$ cat config.mk
export PLATFORM = sky130hd
export DESIGN_NAME = fp16_add_feeder
export DESIGN_NICKNAME = d
export VERILOG_FILES = /design/src/rtl/fp16_pkg.sv /design/src/rtl/fp16_res_fifo.sv /design/src/rtl/fp16_add_feeder.sv
export SDC_FILE = /design/constraint.sdc
export NUM_CORES = 1
export LEC_CHECK = 0
export CAP_MARGIN = 20
export CORE_ASPECT_RATIO = 0.5
export CORE_MARGIN = 3
export CORE_UTILIZATION = 55
export CTS_CLUSTER_SIZE = 30
export DETAILED_ROUTE_END_ITERATION = 12
export GPL_TIMING_DRIVEN = 0
export PLACE_DENSITY = 0.84
export RECOVER_POWER = 25
export SLEW_MARGIN = 20
export SYNTH_ARGS = -nofsm -noshare
export SYNTH_HDL_FRONTEND = slang
export SYNTH_HIERARCHICAL = 1
export SYNTH_SLANG_ARGS = --single-unit
$ cat constraint.sdc
create_clock -name clk -period 2.57 [get_ports clk]
set_input_delay 0.6425 -clock clk [delete_from_list [all_inputs] [get_ports clk]]
set_output_delay 0.6425 -clock clk [all_outputs]
set_load 0.02 [all_outputs]
$ cat src/rtl/fp16_pkg.sv
// fp16_pkg: fp16 field layout, canonical quiet NaN, classifiers and feeder FSM states
package fp16_pkg;
  localparam logic [15:0] FP16_QNAN    = 16'h7E00;
  localparam int          FP16_SIGN    = 15;
  localparam int          FP16_EXP_MSB = 14;
  localparam int          FP16_EXP_LSB = 10;
  localparam int          FP16_MAN_MSB = 9;
  localparam logic [4:0]  FP16_EXP_MAX = 5'h1F;
  typedef enum logic {EMPTY, HALF} feed_state_e;
  function automatic logic fp16_is_zero(input logic [15:0] x);
    return x[FP16_EXP_MSB:0] == '0;
  endfunction
  function automatic logic fp16_is_inf(input logic [15:0] x);
    return x[FP16_EXP_MSB:FP16_EXP_LSB] == FP16_EXP_MAX && x[FP16_MAN_MSB:0] == '0;
  endfunction
  function automatic logic fp16_is_nan(input logic [15:0] x);
    return x[FP16_EXP_MSB:FP16_EXP_LSB] == FP16_EXP_MAX && x[FP16_MAN_MSB:0] != '0;
  endfunction
endpackage

$ cat src/rtl/fp16_res_fifo.sv
// fp16_res_fifo: first-word-fall-through sync FIFO; dout reads zero while empty
module fp16_res_fifo #(
  parameter int DEPTH = 4,
  parameter int W = 22
) (
  input  logic                   clk,
  input  logic                   rst,
  input  logic                   push,
  input  logic                   pop,
  input  logic [W-1:0]           din,
  output logic [W-1:0]           dout,
  output logic [$clog2(DEPTH):0] count
);
  localparam int AW = $clog2(DEPTH);
  logic [W-1:0] mem [DEPTH];
  logic [AW-1:0] wr, rd;
  assign dout = count != '0 ? mem[rd] : '0;
  always_ff @(posedge clk) if (push) mem[wr] <= din;
  always_ff @(posedge clk or negedge rst)
    if (!rst) begin
      wr <= '0;
      rd <= '0;
      count <= '0;
    end else begin
      if (push) wr <= wr + 1'b1;
      if (pop) rd <= rd + 1'b1;
      count <= count + (AW+1)'(push) - (AW+1)'(pop);
    end
endmodule

$ cat src/rtl/fp16_add_feeder.sv
// fp16_add_feeder: pairs an fp16 stream onto a registered adder, recaptures results into a tagged FIFO.
// Define FP16_ADD_SPECIALS_EN to resolve zero/inf/NaN operands at issue instead of in the adder.
module fp16_add_feeder
  import fp16_pkg::*;
#(
  parameter int ADD_LAT = 1,
  parameter int RES_DEPTH = 4,
  parameter int TAG_W = 4
) (
  input  logic             clk,
  input  logic             rst,
  input  logic             in_valid,
  output logic             in_ready,
  input  logic [15:0]      in_data,
  input  logic             in_last,
  output logic [15:0]      add_a,
  output logic [15:0]      add_b,
  input  logic [15:0]      add_x,
  output logic             res_valid,
  input  logic             res_ready,
  output logic [15:0]      res_data,
  output logic             res_last,
  output logic [TAG_W-1:0] res_tag,
  output logic             res_err
);
  localparam int CW = $clog2(RES_DEPTH) + 1;
  localparam int FW = TAG_W + 18;
  typedef struct packed {
    logic             vld;
    logic [TAG_W-1:0] tag;
    logic             last;
    logic             byp;
    logic [15:0]      bval;
    logic             err;
  } meta_t;
  feed_state_e state, state_nx;
  meta_t [ADD_LAT:0] meta;
  meta_t nm;
  logic [15:0] a_q, opa, opb, push_d;
  logic [TAG_W-1:0] tag;
  logic [CW-1:0] count, inflight;
  logic [FW-1:0] fifo_out;
  logic pair, credit_ok, acc, issue;
  always_comb begin
    inflight = '0;
    for (int i = 0; i <= ADD_LAT; i++) inflight = inflight + CW'(meta[i].vld);
  end
  assign credit_ok = ({1'b0, count} + {1'b0, inflight}) < (CW+1)'(RES_DEPTH);
  assign pair = state == HALF;
  // a lone non-last element needs no FIFO slot, so EMPTY may take it without credit
  assign in_ready = rst & (credit_ok | (~pair & ~in_last));
  assign acc = in_valid & in_ready;
  assign issue = acc & (pair | in_last);
  assign opa = pair ? a_q : in_data;
  assign opb = pair ? in_data : '0;
  always_comb begin
    state_nx = acc ? (pair | in_last ? EMPTY : HALF) : state;
    nm = '0;
    nm.vld = issue;
    nm.tag = tag;
    nm.last = in_last;
    nm.byp = ~pair;
    nm.bval = in_data;
    nm.err = pair & (opa[FP16_SIGN] ^ opb[FP16_SIGN]);
`ifdef FP16_ADD_SPECIALS_EN
    if (pair) begin
      if (fp16_is_nan(opa) | fp16_is_nan(opb)) begin
        nm.byp = 1'b1;
        nm.bval = FP16_QNAN;
        nm.err = 1'b0;
      end else if (fp16_is_zero(opa) | fp16_is_zero(opb)) begin
        nm.byp = 1'b1;
        nm.bval = fp16_is_zero(opa) ? opb : opa;
        nm.err = 1'b0;
      end else if (fp16_is_inf(opa) | fp16_is_inf(opb)) begin
        nm.bval = fp16_is_inf(opa) ? opa : opb;
        nm.byp = ~(fp16_is_inf(opa) & fp16_is_inf(opb) & nm.err);
        nm.err = ~nm.byp;
      end
    end
`endif
  end
  always_ff @(posedge clk or negedge rst)
    if (!rst) begin
      state <= EMPTY;
      meta <= '0;
      a_q <= '0;
      add_a <= '0;
      add_b <= '0;
      tag <= '0;
    end else begin
      state <= state_nx;
      meta <= {meta[ADD_LAT-1:0], nm};
      if (acc & ~pair) a_q <= in_data;
      if (issue) add_a <= opa;
      if (issue) add_b <= opb;
      if (issue & in_last) tag <= tag + 1'b1;
    end
  assign push_d = meta[ADD_LAT].err ? FP16_QNAN : meta[ADD_LAT].byp ? meta[ADD_LAT].bval : add_x;
  fp16_res_fifo #(.DEPTH(RES_DEPTH), .W(FW)) u_fifo (
    .clk(clk),
    .rst(rst),
    .push(meta[ADD_LAT].vld),
    .pop(res_valid & res_ready),
    .din({meta[ADD_LAT].tag, meta[ADD_LAT].last, meta[ADD_LAT].err, push_d}),
    .dout(fifo_out),
    .count(count)
  );
  assign res_valid = count != '0;
  assign {res_tag, res_last, res_err, res_data} = fifo_out;
endmodule

==> run_summary.xml, run 1 <==
<?xml version="1.0" encoding="UTF-8"?>
<metrics>
  <group name="die">
    <metric name="rows" unit="">29</metric>
    <metric name="pin_count" unit="">93</metric>
    <metric name="design.die.area" unit="mm^2">0.0151</metric>
    <metric name="chipWidth" unit="um">171</metric>
    <metric name="initial_core_util" unit="%">57.5</metric>
    <metric name="core_area" unit="mm^2">0.0130</metric>
    <metric name="die_height" unit="um">88.3</metric>
  </group>
  <group name="clock_tree">
    <metric name="clk_latency" unit="ns">0.43</metric>
    <metric name="number_of_h_tree_levels" unit="">4</metric>
    <metric name="cts_num_sinks" unit="">196</metric>
    <metric name="cts.hold.buffers_added" unit="">0</metric>
    <metric name="maximum_root_to_sink_buffer_count" unit="">2</metric>
    <metric name="clock_tree.root_cell" unit="">sky130_fd_sc_hd__clkbuf_16</metric>
    <metric name="register_clock_pin_slew_on_the_reported_worst_setup_and_hold_paths" unit="ns">0.07</metric>
    <metric name="tritoncts_clock_tree" unit="">built</metric>
    <metric name="cts_buffers" unit="">17</metric>
  </group>
  <group name="global_route">
    <metric name="grt_pass1_vias" unit="">4314</metric>
    <metric name="grt_first_pass_wirelength" unit="mm">23.9</metric>
    <metric name="overflow" unit="">0</metric>
    <metric name="grt_util_all_layers" unit="%">21.6</metric>
    <metric name="grt_max_degree" unit="">72</metric>
    <metric name="grt_antenna_before_repair" unit="">0</metric>
  </group>
  <group name="hold_path">
    <metric name="worst_hold_path_type" unit="">input pin to asynchronous set/reset pin</metric>
  </group>
  <group name="drt">
    <metric name="drt_iter0_markers" unit="">271</metric>
    <metric name="num_vias" unit="">4052</metric>
    <metric name="post_drt_via_cell_ratio" unit="">5.57</metric>
    <metric name="postRouteAntennaNets" unit="">0</metric>
    <metric name="detail_route.wl_per_cell" unit="um">21.6</metric>
    <metric name="number_of_remaining_drc_errors" unit="">0</metric>
    <metric name="wl" unit="mm">15.7</metric>
    <metric name="firstDrtPassIters" unit="">5</metric>
  </group>
  <group name="synth">
    <metric name="ys_seq_elements" unit="">196</metric>
    <metric name="mappedNetlistArea" unit="mm^2">0.00745</metric>
    <metric name="syn_area_per_cell" unit="um^2">17.4</metric>
    <metric name="synth_top_cell_by_area" unit="">sky130_fd_sc_hd__dfrtp_1</metric>
    <metric name="synth_cells" unit="">429</metric>
    <metric name="netlist-cell-type-count" unit="">35</metric>
    <metric name="synth_edf_count" unit="">88</metric>
    <metric name="yosysWarningCount" unit="">6</metric>
    <metric name="synthDominantCellAreaShare" unit="%">36.3</metric>
    <metric name="async_reset_ff_share" unit="%">55.1</metric>
    <metric name="yosys-top-cells-area" unit="">sky130_fd_sc_hd__dfrtp_1 36%, sky130_fd_sc_hd__edfxtp_1 35%, sky130_fd_sc_hd__mux4_2 5.4%</metric>
    <metric name="commonest_register_cell_after_synthesis" unit="">sky130_fd_sc_hd__dfrtp_1</metric>
    <metric name="mappedNetlistNets" unit="">475</metric>
    <metric name="yosysSeqAreaShare" unit="%">71.8</metric>
  </group>
  <group name="setup_path">
    <metric name="critical_path.slowest_cell" unit="">sky130_fd_sc_hd__mux4_2</metric>
    <metric name="timing.rr.end" unit="">u_fifo/count[2]</metric>
    <metric name="rr_worst_depth" unit="">8</metric>
    <metric name="worstPathCellList" unit="">buf_6, clkbuf_16, mux4_2, and2_1, buf_2</metric>
    <metric name="critPathLaunchType" unit="">flip-flop</metric>
    <metric name="cp.arrival" unit="ns">1.91</metric>
    <metric name="path_class" unit="">flip-flop to primary output</metric>
    <metric name="end_kind" unit="">primary output</metric>
    <metric name="critPathMaxStageDelay" unit="ns">0.47</metric>
    <metric name="required" unit="ns">1.93</metric>
    <metric name="rr_startpoint" unit="">u_fifo/count[2]</metric>
    <metric name="regToRegSetupSlack" unit="ns">0.15</metric>
    <metric name="timing.critical_path.fanout_max" unit="">6</metric>
  </group>
  <group name="outcome">
    <metric name="violations" unit="">capacitance limit, slew limit</metric>
    <metric name="outcome" unit="">finished, violations left</metric>
  </group>
  <group name="pwr">
    <metric name="maximum_vdd_drop" unit="V">0.000694</metric>
    <metric name="power_density" unit="mW/mm^2">1280</metric>
    <metric name="leakage" unit="nW">3.81</metric>
  </group>
  <group name="final_layout">
    <metric name="drive_gt1_share" unit="%">25.8</metric>
    <metric name="n_antenna_cell" unit="">0</metric>
    <metric name="areaGrowthSynthToFinish" unit="%">24.7</metric>
    <metric name="final_core_util" unit="%">71.7</metric>
    <metric name="mostFrequentLayoutCells" unit="">108 x sky130_fd_sc_hd__dfrtp_1, 88 x sky130_fd_sc_hd__edfxtp_1, 64 x sky130_fd_sc_hd__clkdlybuf4s50_1</metric>
    <metric name="final_cells" unit="">728</metric>
    <metric name="mostFrequentLayoutCell" unit="">sky130_fd_sc_hd__dfrtp_1</metric>
    <metric name="final_net_count" unit="">591</metric>
  </group>
  <group name="timing">
    <metric name="period_needed" unit="ns">2.56</metric>
    <metric name="min_period_over_period" unit="%">99.5</metric>
    <metric name="slew_headroom" unit="%">-11.3</metric>
    <metric name="worst_setup_skew_after_layout" unit="ns">0.00973</metric>
    <metric name="report.final.hold_viol_count" unit="">0</metric>
    <metric name="timing.setup.tns" unit="ns">0</metric>
    <metric name="timing_max_transition_violations_final" unit="">72</metric>
    <metric name="unrepaired_setup_endpoints_after_global_routing" unit="">yes</metric>
    <metric name="final-setup-viol-count" unit="">0</metric>
    <metric name="top_achievable_clock_speed" unit="MHz">391</metric>
    <metric name="worst-slew-pin-transition" unit="ns">1.67</metric>
    <metric name="fin_hold_ws" unit="ns">0.103</metric>
    <metric name="fin_ws" unit="ns">0.0135</metric>
  </group>
  <group name="placement">
    <metric name="port_buffers" unit="">92</metric>
    <metric name="place.detailed.instances" unit="">692</metric>
    <metric name="hpwlAfterDp" unit="mm">9.56</metric>
    <metric name="place_worst_setup_slack" unit="ns">-0.335</metric>
    <metric name="finalWeightedCongestion" unit="">0.777</metric>
  </group>
  <group name="run">
    <metric name="maxCapViolCount" unit="">1</metric>
  </group>
</metrics>
power breakdown:
group | total [mW] | switching, mW | leakage, nW | internal, mW
registers | 4.62 | 0.447 | 2.09 | 4.18
clock network | 2.67 | 1.21 | 0.284 | 1.46
logic | 4.64 | 2.24 | 1.44 | 2.39
registers in the layout, indices dropped and copies added (netlist names):
register      count
u_fifo/mem       88
meta             48
a_q              16
add_a            16
add_b            16
tag               4
u_fifo/count      3
u_fifo/rd         2
u_fifo/wr         2
pair              1
timing repair:
action	in CTS	in global routing
endpoints found under the hold margin	0	0
pin swaps	0	13
endpoints found under the setup margin	23	16
gates resized for setup	97	59
cloned	1	1
setup buffers	3	1
cell type report:
class	instances	area, um^2
sequential	196	5350
fill	784	3670
multi-input combinational	203	1940
timing repair buffer	99	1000
clock buffer	17	425
tap	170	213
clock inverter	15	166
buffer	20	164
inverter	8	30.0
logic make-up (layout without fill, tap and decap cells):
logic type / count (synthesis) / count (layout) / share of synthesized area (%)
AOI/OAI and AO/OA: 44 / 44 / 4.32
xor gates and xnor gates: 9 / 9 / 1.06
adders and majority gates: 9 / 9 / 1.61
buffers and inverters: 30 / 159 / 2.67
DFF: 196 / 196 / 71.8
muxes: 65 / 65 / 13.4
and+or+nand+nor: 76 / 76 / 5.14
cells in the mapped netlist (6+ instances only):
master                     instances
sky130_fd_sc_hd__buf_2            10
sky130_fd_sc_hd__mux2_4           10
sky130_fd_sc_hd__edfxtp_1         88
sky130_fd_sc_hd__a21oi_1          16
sky130_fd_sc_hd__mux4_2           18
sky130_fd_sc_hd__mux2i_1          26
sky130_fd_sc_hd__nor2b_1           6
sky130_fd_sc_hd__dfrtp_1         108
sky130_fd_sc_hd__a22o_1           16
sky130_fd_sc_hd__nor2_1           31
sky130_fd_sc_hd__ha_1              8
sky130_fd_sc_hd__a211o_1           7
sky130_fd_sc_hd__mux2_2            7
sky130_fd_sc_hd__inv_1             7
sky130_fd_sc_hd__and2_1           28
sky130_fd_sc_hd__xnor2_1           7
critical path: cells and delay by family (launching register included):
family,cells,cell delay (ns)
mux,1,0.47
buf+inv,3,0.50
flops,1,0.36
simple gates,1,0.16
routing by layer:
layer  GRT usage, %  part of all wire (%)  vias to the layer above  wire length, um
li1               -                     -                     1794                -
met1           29.4                    43                     2075             6730
met2           35.9                    50                      160             7880
met3           4.11                   5.1                       23              807
met4           8.09                   1.8                        0              284
met5              0                     0                        -                0
through the flow:
stage	instance area (um^2)	total power, mW
floorplan	7450	7.19
global placement	8580	8.75
detailed placement	8610	8.90
CTS	9150	11.5
global route	9290	12.5
finish	9290	11.9
worst max-delay path by stage:
stage                    startpoint              end  slack [ns]
global placement                rst        add_b[13]       -3.92
global route           u_fifo/rd[0]     res_data[13]       -0.06
floorplan           u_fifo/count[2]  u_fifo/count[2]        0.24
finish                 u_fifo/rd[0]     res_data[13]        0.01
detailed placement          in_last         in_ready       -0.33
CTS                    u_fifo/rd[0]     res_data[11]       -0.08
Note: power is estimated with default switching activity, not from simulation.
==> inputs of run 2 (changes only) <==
--- a/config.mk
+++ b/config.mk
@@ -5,7 +5,6 @@
 export SDC_FILE = /design/constraint.sdc
 export NUM_CORES = 1
 export LEC_CHECK = 0
-export CAP_MARGIN = 20
 export CORE_ASPECT_RATIO = 0.5
 export CORE_MARGIN = 3
 export CORE_UTILIZATION = 55
==> results of run 2 <==
Same layout as run 1: the final DEF is identical, and so are final timing and power.
==> inputs of run 3 (changes only) <==
--- a/config.mk
+++ b/config.mk
@@ -7,11 +7,11 @@
 export LEC_CHECK = 0
 export CORE_ASPECT_RATIO = 0.5
 export CORE_MARGIN = 3
-export CORE_UTILIZATION = 55
+export CORE_UTILIZATION = 59
 export CTS_CLUSTER_SIZE = 30
 export DETAILED_ROUTE_END_ITERATION = 12
 export GPL_TIMING_DRIVEN = 0
-export PLACE_DENSITY = 0.84
+export PLACE_DENSITY = 0.89
 export RECOVER_POWER = 25
 export SLEW_MARGIN = 20
 export SYNTH_ARGS = -nofsm -noshare
==> constraint.sdc (replaced) <==
create_clock -name clk -period 3.25 [get_ports clk]
set_input_delay 0.8125 -clock clk [delete_from_list [all_inputs] [get_ports clk]]
set_output_delay 0.8125 -clock clk [all_outputs]
set_load 0.02 [all_outputs]
==> run 3 against run 2 <==
The flow now finishes without violations. Routed wire length increased by 6.3%. Via count increased by 3.2%. Critical path depth unchanged. Clock skew increased by 0.0025 ns. Sequential share of layout area increased by 0.32 points. Global-route usage increased by 3.8 points. Sequential power decreased by 20%. Total power decreased by 21%. Combinational power decreased by 26%. Register-to-register slack improved by 0.66 ns. Worst setup slack improved by 0.041 ns. Non-clock buffer count decreased by 5. Largest cell class unchanged. Highest routed layer unchanged.
==> run_summary.xml, run 3 (same netlist as run 1, synthesis figures left out) <==
<?xml version="1.0" encoding="UTF-8"?>
<metrics>
  <group name="clock_tree">
    <metric name="cts_num_sinks" unit="">196</metric>
    <metric name="clock_tree.root_cell" unit="">sky130_fd_sc_hd__clkbuf_16</metric>
    <metric name="cts.hold.buffers_added" unit="">0</metric>
    <metric name="number_of_h_tree_levels" unit="">4</metric>
    <metric name="maximum_root_to_sink_buffer_count" unit="">2</metric>
    <metric name="tritoncts_clock_tree" unit="">built</metric>
    <metric name="cts_buffers" unit="">17</metric>
    <metric name="register_clock_pin_slew_on_the_reported_worst_setup_and_hold_paths" unit="ns">0.07</metric>
    <metric name="clk_latency" unit="ns">0.43</metric>
  </group>
  <group name="timing">
    <metric name="unrepaired_setup_endpoints_after_global_routing" unit="">no</metric>
    <metric name="min_period_over_period" unit="%">98.3</metric>
    <metric name="timing.setup.tns" unit="ns">0</metric>
    <metric name="worst_setup_skew_after_layout" unit="ns">0.0122</metric>
    <metric name="fin_ws" unit="ns">0.0543</metric>
    <metric name="report.final.hold_viol_count" unit="">0</metric>
    <metric name="fin_hold_ws" unit="ns">0.261</metric>
    <metric name="period_needed" unit="ns">3.20</metric>
    <metric name="worst-slew-pin-transition" unit="ns">0.648</metric>
    <metric name="final-setup-viol-count" unit="">0</metric>
    <metric name="slew_headroom" unit="%">56.8</metric>
    <metric name="top_achievable_clock_speed" unit="MHz">313</metric>
    <metric name="timing_max_transition_violations_final" unit="">0</metric>
  </group>
  <group name="pwr">
    <metric name="power_density" unit="mW/mm^2">1020</metric>
    <metric name="leakage" unit="nW">3.73</metric>
    <metric name="switching_power_total" unit="mW">3.04</metric>
    <metric name="power_report.internal_total" unit="mW">6.37</metric>
    <metric name="pwr-share-seq" unit="%">39.1</metric>
    <metric name="power_frac_comb" unit="%">36.6</metric>
    <metric name="power_frac_clock" unit="%">24.2</metric>
    <metric name="sw_ratio" unit="%">32.3</metric>
    <metric name="maximum_vdd_drop" unit="V">0.000512</metric>
  </group>
  <group name="final_layout">
    <metric name="final_net_count" unit="">586</metric>
    <metric name="final_cells" unit="">718</metric>
    <metric name="largestRegisters" unit="">u_fifo/mem: 88 flops, meta: 48 flops</metric>
    <metric name="drive_gt1_share" unit="%">16.3</metric>
    <metric name="seq_area" unit="mm^2">0.00535</metric>
    <metric name="n_antenna_cell" unit="">0</metric>
    <metric name="largest_register_ffs" unit="">88</metric>
    <metric name="fillers" unit="">643</metric>
    <metric name="mostFrequentLayoutCell" unit="">sky130_fd_sc_hd__dfrtp_1</metric>
    <metric name="largest_register" unit="">u_fifo/mem</metric>
    <metric name="footprint_of_the_multi_input_gates" unit="mm^2">0.00191</metric>
    <metric name="areaGrowthSynthToFinish" unit="%">24.0</metric>
    <metric name="final_core_util" unit="%">76.6</metric>
    <metric name="mostFrequentLayoutCells" unit="">108 x sky130_fd_sc_hd__dfrtp_1, 91 x sky130_fd_sc_hd__clkdlybuf4s50_1, 88 x sky130_fd_sc_hd__edfxtp_1</metric>
  </group>
  <group name="setup_path">
    <metric name="cp.arrival" unit="ns">2.38</metric>
    <metric name="path_class" unit="">flip-flop to primary output</metric>
    <metric name="timing.critical_path.fanout_max" unit="">10</metric>
    <metric name="required" unit="ns">2.44</metric>
    <metric name="critPathLaunchType" unit="">flip-flop</metric>
    <metric name="worstPathCellList" unit="">buf_6, buf_12, mux4_2, and2_1, clkdlybuf4s50_1</metric>
    <metric name="critical_path.slowest_cell" unit="">sky130_fd_sc_hd__clkdlybuf4s50_1</metric>
    <metric name="critPathBufInv" unit="">3</metric>
    <metric name="end_kind" unit="">primary output</metric>
    <metric name="worst_path_dominant_cell_family" unit="">buffers and inverters</metric>
    <metric name="critPathMaxStageDelay" unit="ns">0.56</metric>
  </group>
  <group name="global_route">
    <metric name="grt_pass1_vias" unit="">4330</metric>
    <metric name="overflow" unit="">0</metric>
    <metric name="grt_first_pass_wirelength" unit="mm">26.0</metric>
    <metric name="grt_antenna_before_repair" unit="">0</metric>
    <metric name="grt_max_degree" unit="">80</metric>
    <metric name="grt_util_all_layers" unit="%">25.4</metric>
  </group>
  <group name="drt">
    <metric name="wirelength_met1" unit="mm">7.15</metric>
    <metric name="met2_wire_len" unit="mm">7.92</metric>
    <metric name="num_vias" unit="">4182</metric>
    <metric name="wl" unit="mm">16.7</metric>
    <metric name="detail_route.wl_per_cell" unit="um">23.3</metric>
    <metric name="route.met3.wl" unit="mm">1.17</metric>
    <metric name="firstDrtPassIters" unit="">5</metric>
    <metric name="post_drt_via_cell_ratio" unit="">5.82</metric>
    <metric name="postRouteAntennaNets" unit="">0</metric>
    <metric name="number_of_remaining_drc_errors" unit="">0</metric>
    <metric name="drt_iter0_markers" unit="">305</metric>
    <metric name="highest-signal-layer" unit="">met4</metric>
  </group>
  <group name="placement">
    <metric name="place.detailed.instances" unit="">687</metric>
    <metric name="port_buffers" unit="">92</metric>
    <metric name="place_worst_setup_slack" unit="ns">-0.00434</metric>
    <metric name="finalWeightedCongestion" unit="">0.794</metric>
    <metric name="hpwlAfterDp" unit="mm">9.68</metric>
  </group>
  <group name="outcome">
    <metric name="outcome" unit="">complete, no violations</metric>
  </group>
  <group name="die">
    <metric name="initial_core_util" unit="%">61.8</metric>
    <metric name="pin_count" unit="">93</metric>
    <metric name="die_height" unit="um">85.4</metric>
    <metric name="design.die.area" unit="mm^2">0.0141</metric>
    <metric name="core_area" unit="mm^2">0.0121</metric>
    <metric name="rows" unit="">28</metric>
    <metric name="chipWidth" unit="um">165</metric>
  </group>
  <group name="hold_path">
    <metric name="worst_hold_path_type" unit="">input pin to asynchronous set/reset pin</metric>
  </group>
  <group name="run">
    <metric name="maxCapViolCount" unit="">0</metric>
  </group>
</metrics>
## run 3: changes by cell type in the layout (fill, tap and decap cells not counted), moves of 4 or more
cell                              delta
sky130_fd_sc_hd__clkdlybuf4s50_1    +27
sky130_fd_sc_hd__and2_1             +18
sky130_fd_sc_hd__inv_6               -5
sky130_fd_sc_hd__mux4_2              -4
sky130_fd_sc_hd__and2_4             -18
sky130_fd_sc_hd__dlygate4sd3_1       -4
sky130_fd_sc_hd__buf_6              -16
sky130_fd_sc_hd__mux4_1              +4
sky130_fd_sc_hd__buf_4               -7
## run 3: layout make-up
type | instances | area share (%)
tap | 165 | 2.24
inverter | 8 | 0.325
clock inverter | 13 | 2.18
sequential | 196 | 57.9
clock buffer | 19 | 4.69
buffer | 21 | 1.75
timing repair buffer | 93 | 10.3
multi-input combinational | 203 | 20.7
## run 3: power by group through the flow
stage	combinational (mW)	sequential, mW	clock (mW)
after floorplan	1.86	3.82	0
after global placement	3.26	3.65	0
after detailed placement	3.35	3.68	0
after CTS	3.46	3.67	2.29
after global routing	3.67	3.73	2.39
final	3.45	3.68	2.28
## run 3: path summary, 6_finish.rpt
kind | start | end | slack [ns] | cells past startpoint
worst min register to register | meta[20] | meta[44] | 0.34 | 0
worst max-delay path | u_fifo/rd[0] | res_data[5] | 0.05 | 5
min in group clk | meta[20] | meta[44] | 0.34 | 0
max in group asynchronous | rst | add_b[12] | 2.34 | 2
worst min-delay path | rst | meta[25] | 0.26 | 1
worst max register to register | u_fifo/count[2] | u_fifo/count[2] | 0.81 | 8
## run 3: per-layer routing
layer	vias to the layer above	global-route usage, %
li1	1790	-
met1	2130	36.0
met2	218	38.8
met3	44	6.05
met4	0	10.2
met5	-	0
## run 3: stage by stage
stage | power, mW | instance area [um^2]
3_5_place_dp | 7.03 | 8600
3_3_place_gp | 6.91 | 8570
4_1_cts | 9.43 | 9230
6_report | 9.41 | 9240
2_1_floorplan | 5.69 | 7450
5_1_grt | 9.79 | 9240
## run 3: repair_timing
action	CTS	global route
gates resized for setup	0	4
setup endpoints to repair	1	13
buffers inserted	0	0
